### config.mk
export PLATFORM = sky130hd
export DESIGN_NAME = intr_ctrl
export DESIGN_NICKNAME = d
export VERILOG_FILES = /design/src/rtl/intr_ctrl.sv
export SDC_FILE = /design/constraint.sdc
export NUM_CORES = 1
export LEC_CHECK = 0
export CORE_AREA = 2 2 49 51
export CTS_CLUSTER_DIAMETER = 120
export DETAILED_ROUTE_END_ITERATION = 12
export DIE_AREA = 0 0 51 53
export SYNTH_ARGS = -nofsm -noshare
export SYNTH_HDL_FRONTEND = slang
export SYNTH_SLANG_ARGS = --single-unit
### constraint.sdc
create_clock -name clk -period 3.7 [get_ports clk]
set_input_delay 0.37 -clock clk [delete_from_list [all_inputs] [get_ports clk]]
set_output_delay 0.37 -clock clk [all_outputs]
set_load 0.03 [all_outputs]
### src/rtl/intr_ctrl.sv
`default_nettype none
// ============================================================================
// Module   : intr_ctrl
// Purpose  : Parametrised interrupt controller. Captures NUM_SRC sources into
//            a sticky status register. Each source uses rising-edge or level
//            capture. The block supports write-1-to-clear, software set and a
//            per-source mask. It outputs a prioritised pending ID (bit 0
//            highest) and a CPU interrupt line in level or stretched-pulse mode.
// Ports    : clk            - clock, rising edge
//            reset_n_i      - synchronous reset, active low
//            intr_signal_i  - raw source inputs (strobes or levels)
//            intr_mask_i    - per-source enable, 1 = enabled
//            intr_clear_i   - write-1-to-clear strobe for status bits
//            intr_set_i     - software set strobe for status bits
//            intr_status_o  - sticky status (masked and unmasked)
//            intr_pending_o - registered status & mask
//            intr_valid_o   - any pending bit set
//            intr_id_o      - lowest-numbered pending bit, 0 when none
//            bus_intr_o     - CPU interrupt line
// Revision : 1.0 - initial release
// ============================================================================
module intr_ctrl #(
  parameter int                 NUM_SRC   = 4,
  parameter logic [NUM_SRC-1:0] EDGE_MASK = {NUM_SRC{1'b1}},
  parameter int                 OUT_MODE  = 1,
  parameter int                 PULSE_LEN = 1
) (
  input  logic                       clk,
  input  logic                       reset_n_i,
  input  logic [NUM_SRC-1:0]         intr_signal_i,
  input  logic [NUM_SRC-1:0]         intr_mask_i,
  input  logic [NUM_SRC-1:0]         intr_clear_i,
  input  logic [NUM_SRC-1:0]         intr_set_i,
  output logic [NUM_SRC-1:0]         intr_status_o,
  output logic [NUM_SRC-1:0]         intr_pending_o,
  output logic                       intr_valid_o,
  output logic [$clog2(NUM_SRC)-1:0] intr_id_o,
  output logic                       bus_intr_o
);

  localparam int ID_W = $clog2(NUM_SRC);

  logic [NUM_SRC-1:0] prev_q;
  logic [NUM_SRC-1:0] status_q,  status_d;
  logic [NUM_SRC-1:0] pending_q, pending_d;
  logic               valid_q;
  logic [ID_W-1:0]    id_q,      id_d;
  logic               bus_q;
  logic [NUM_SRC-1:0] evt;

  // Edge-mode bits fire only on a 0->1 transition. Level-mode bits fire every
  // cycle the input is high, so a clear does not stick while the input is high.
  assign evt       = (intr_signal_i & ~prev_q & EDGE_MASK) |
                     (intr_signal_i & ~EDGE_MASK);

  // Event and set win over clear, so a same-cycle event is never lost.
  assign status_d  = (status_q & ~intr_clear_i) | evt | intr_set_i;
  assign pending_d = status_d & intr_mask_i;

  // Fixed priority: scan from high to low so the lowest set bit wins.
  always_comb begin
    id_d = '0;
    for (int i = NUM_SRC - 1; i >= 0; i--) begin
      if (pending_d[i]) begin
        id_d = i[ID_W-1:0];
      end
    end
  end

  always_ff @(posedge clk) begin
    if (!reset_n_i) begin
      prev_q    <= '0;
      status_q  <= '0;
      pending_q <= '0;
      valid_q   <= 1'b0;
      id_q      <= '0;
    end else begin
      prev_q    <= intr_signal_i;
      status_q  <= status_d;
      pending_q <= pending_d;
      valid_q   <= |pending_d;
      id_q      <= id_d;
    end
  end

  generate
    if (OUT_MODE == 0) begin : g_level
      always_ff @(posedge clk) begin
        if (!reset_n_i) begin
          bus_q <= 1'b0;
        end else begin
          bus_q <= |pending_d;
        end
      end
    end else begin : g_pulse
      localparam int              CNT_W      = $clog2(PULSE_LEN + 1);
      localparam logic [CNT_W-1:0] PULSE_INIT = CNT_W'(PULSE_LEN);

      logic [CNT_W-1:0] cnt_q, cnt_d;
      logic             new_evt;

      // A new event is a status bit newly set while enabled. Unmasking an
      // already-set bit, or re-setting a set bit, does not count.
      assign new_evt = |(pending_d & ~status_q);

      // Load on a new event (this also extends a running pulse). Otherwise
      // count down and saturate at zero.
      always_comb begin
        cnt_d = cnt_q;
        if (new_evt) begin
          cnt_d = PULSE_INIT;
        end else if (cnt_q != '0) begin
          cnt_d = cnt_q - 1'b1;
        end
      end

      // The line is registered from cnt_d, so it stays high exactly
      // PULSE_LEN cycles after the last new event.
      always_ff @(posedge clk) begin
        if (!reset_n_i) begin
          cnt_q <= '0;
          bus_q <= 1'b0;
        end else begin
          cnt_q <= cnt_d;
          bus_q <= (cnt_d != '0);
        end
      end
    end
  endgenerate

  assign intr_status_o  = status_q;
  assign intr_pending_o = pending_q;
  assign intr_valid_o   = valid_q;
  assign intr_id_o      = id_q;
  assign bus_intr_o     = bus_q;

endmodule
`default_nettype wire

==> impl.org <==
** STA
- Clock skew on the completed layout was measured at 1.23 ps.
- Derived from the worst setup path, the maximum achievable clock frequency is between 0.5 and 0.6 GHz.
- Setup repair after global routing left no endpoint under its margin.
- The number of slew-limit violations in the final report is 0.
- Worst slew margin relative to its limit :: around 73%
- For the pin with the worst max-slew slack, the measured transition is between 400 and 500 ps.
- Worst Setup Slack, final :: about 2000 ps
- Finish-stage setup viols :: 0
- In the final timing run, aggregate negative setup slack is 0 ps.
- For the finished layout, the period the worst path requires is approximately 1700 ps.
- Share of the clock period used by the worst path after layout :: about 46%
- Number of hold-slack violations in the final timing report :: 0

** Worst setup path
- Cell family with the largest share of critical-path delay :: buffers and inverters
- Counting both buffers and inverters, the worst setup path holds a total of 1.
- Largest fanout on the critical path :: 3
- Data on the critical path is required at its endpoint by approximately 3300 ps.
- The worst setup path is captured at an output pin.
- Critical path type :: reg2out
- Among all stages on the critical path, the largest delay is contributed by sky130_fd_sc_hd__clkdlybuf4s50_1.
- For this run, the slowest stage of the critical path takes just under 700 ps.
- Traced cell by cell, the critical path runs through clkdlybuf4s50_1.
- At the worst endpoint, the arrival time is roughly 1400 ps.
- Crit path launch type :: register

** Synthesis
- Synthesized instance count :: about 60
- Yosys mapped the design onto 21 distinct sky130hd cell types.
- Each instance of the synthesized netlist takes up on average ~10 um^2.
- Synth Register Bits :: 16
- Yosys warnings :: 0
- Total standard cell area after synthesis :: about 610 um^2
- Of the synthesized area, sequential elements account for 52.1%.
- Post-Synthesis Net Count :: between 70 and 80
- The share of synthesized area in the top cell type comes to a little over half.
- In the post-synthesis netlist, the biggest area contributors are sky130_fd_sc_hd__dfxtp_1 52%, sky130_fd_sc_hd__and2_1 7.1%, sky130_fd_sc_hd__nor2b_1 6.1%.
- Dominant cell type by area after synthesis :: sky130_fd_sc_hd__dfxtp_1

** Die
- Number of top-level design ports :: 30
- The die is 53 um tall.
- Starting density of the core :: between 20% and 30%
- Overall die area :: about 2700 um^2
- Row generation in the floorplan step produced 17 rows.
- Total core area :: about 2100 um^2
- From left edge to right edge, the die measures 51 um.

** Placement
- Once detailed placement completed, the half-perimeter wirelength came to just over 1 mm.
- Before CTS, the worst setup slack after placement is 1930 ps.
- Buffers placed on the I/O ports in this run total 29.
- Placer's final routability congestion estimate :: between 0.7 and 0.8
- The placed instances occupy a cell area of 936 um^2.

** Clock tree
- Number of CTS-inserted buffers :: 3
- TritonCTS built the clock tree.
- In this run, post-CTS hold repair placed 0 buffers.
- CTS saw 16 sinks.
- The tree is rooted in a sky130_fd_sc_hd__clkbuf_4.
- In this run, post-CTS repair resized a total of 0 instances.
- H-tree depth :: 1
- Clock latency of the later-clocked register in the worst-skew pair :: about 270 ps
- After clock tree synthesis, the clock-pin slew on the worst setup and hold paths is roughly 90 ps.
- In this run the deepest clock path goes through 2 buffers.
- Once the clock tree was built, the setup fixing pass inserted 0 buffers.

** Drt
- The routed layout has 523 vias.
- DRC errors left :: 0
- Drt first pass iters :: 3
- Vias per std cell :: around 4.4
- Wirelength, routed :: between 1 and 1.5 mm
- The first routing iteration left 4 violations.
- After detailed routing, the average wire length per cell comes to around 10 um.
- The count of nets left with antenna violations once routing finished came out at 0.

** Global routing
- Global routing used about 10% of the available tracks.
- Initial antenna violation count :: 0
- Global-route track usage on met2 :: 16.7%
- The first global-routing pass estimated 2.00 mm of wire.
- After global routing the overflow that remains totals 0.
- In this run the most used layer during global routing was met2.
- Entering global routing, the biggest net connects 13 pins.
- For this run, global-route usage on met1 was measured as 11.7%.
- Met3 Usage GRT :: ~3.1%
- The number of global-route vias before repair came to roughly 440.

** Power and ir drop
- For this design the static power due to leakage is 0.375 nW.
- Peak ir drop on the vdd network :: between 0.15 and 0.2 mV
- For this design the ratio of total power to cell area is ~400 nW/um^2.

** Final layout
- Cells with a size suffix above 1 make up between 9 and 10% of the layout.
- 0 antenna diodes ended up in the layout.
- Compared with the post-synthesis result, the final layout area differs by 58.2%.
- Total Nets Final :: 110
- Final design area excluding fillers :: 972 um^2

** Run
- Max-cap violations in this run came to 0.

** Outcome
- The run finished with clean final reports.

** Worst hold path
- Worst hold-check path type :: reg2reg
[metal layers]
layer | wire length (um) | up-vias
met5 | 0 | -
li1 | - | 265
met3 | 97 | 2
met1 | 524 | 240
met4 | 13 | 0
met2 | 607 | 16
[cells by family (layout without fill, tap and decap cells)]
logic type	count (synthesis)	count (layout)	share of synthesized area [%]
and+or+nand+nor	33	33	34.4
AOI/OAI and AO/OA	8	8	12.2
DFF	16	16	52.1
buffers and inverters	2	34	1.22
[synth_stat cells, drive strengths merged]
library cell,count
nor3b,4
nand2b,1
clkbuf,1
a21oi,1
o31a,1
nor2,6
and3,2
a31oi,1
dfxtp,16
o31ai,4
and2,8
or3,2
o41a,1
nor2b,8
nand2,1
inv,1
nor3,1
[layout make-up]
cell class	count	area, um^2
Fill cell	221	1180
Sequential cell	16	320
Timing Repair Buffer	29	290
Multi-Input combinational cell	41	287
Clock buffer	4	36.3
Tap cell	28	35.0
Inverter	1	3.75
[worst reg2reg max path, cell delays in order, from the launching register on]
cell	delay (ps)
sky130_fd_sc_hd__dfxtp_1	350
sky130_fd_sc_hd__nor2b_4	140
sky130_fd_sc_hd__o31ai_4	230
sky130_fd_sc_hd__nor2_2	50
sky130_fd_sc_hd__o41a_1	400
[cells in the final DEF, fill, tap and decap left out, drive strengths merged]
cell type | synthesis | routed
inv | 1 | 1
and2 | 8 | 8
nor3b | 4 | 4
clkdlybuf4s50 | 0 | 29
nor2b | 8 | 8
nand2 | 1 | 1
o41a | 1 | 1
o31ai | 4 | 4
or3 | 2 | 2
and3 | 2 | 2
nor3 | 1 | 1
nand2b | 1 | 1
a21oi | 1 | 1
o31a | 1 | 1
clkbuf | 1 | 4
dfxtp | 16 | 16
a31oi | 1 | 1
nor2 | 6 | 6
[final timing paths]
path	startpoint	to	slack [ps]	cells past startpoint
hold reg to reg	intr_status_o[1]	g_pulse.cnt_q	610	2
setup / recovery	intr_status_o[1]	intr_status_o[1]	1980	1
setup reg to reg	intr_status_o[1]	g_pulse.cnt_q	2430	4
hold / removal	intr_status_o[1]	g_pulse.cnt_q	610	2
[power breakdown]
| group | total (mW) | switching [mW] | internal (mW) |
|---|---|---|---|
| clock network | 0.110 | 0.0502 | 0.0597 |
| registers | 0.188 | 0.00462 | 0.184 |
| logic | 0.0859 | 0.0402 | 0.0456 |
[sequential cells by signal, indices dropped and copies added, names as in the netlist]
name / flops
g_pulse.cnt_q: 1
intr_id_o: 2
intr_pending_o: 4
intr_status_o: 4
intr_valid_o: 1
prev_q: 4
[through the flow]
step           util [%]  instances  hold slack [ps]  power (mW)
2_1_floorplan         -         59              492       0.236
3_3_place_gp       43.6        115              590       0.278
3_5_place_dp       43.6        115              595       0.279
4_1_cts            45.3        119              620       0.391
5_1_grt            45.3        119              652       0.408
6_report           45.3        119              611       0.384
Power figures use the tool's default switching activity.
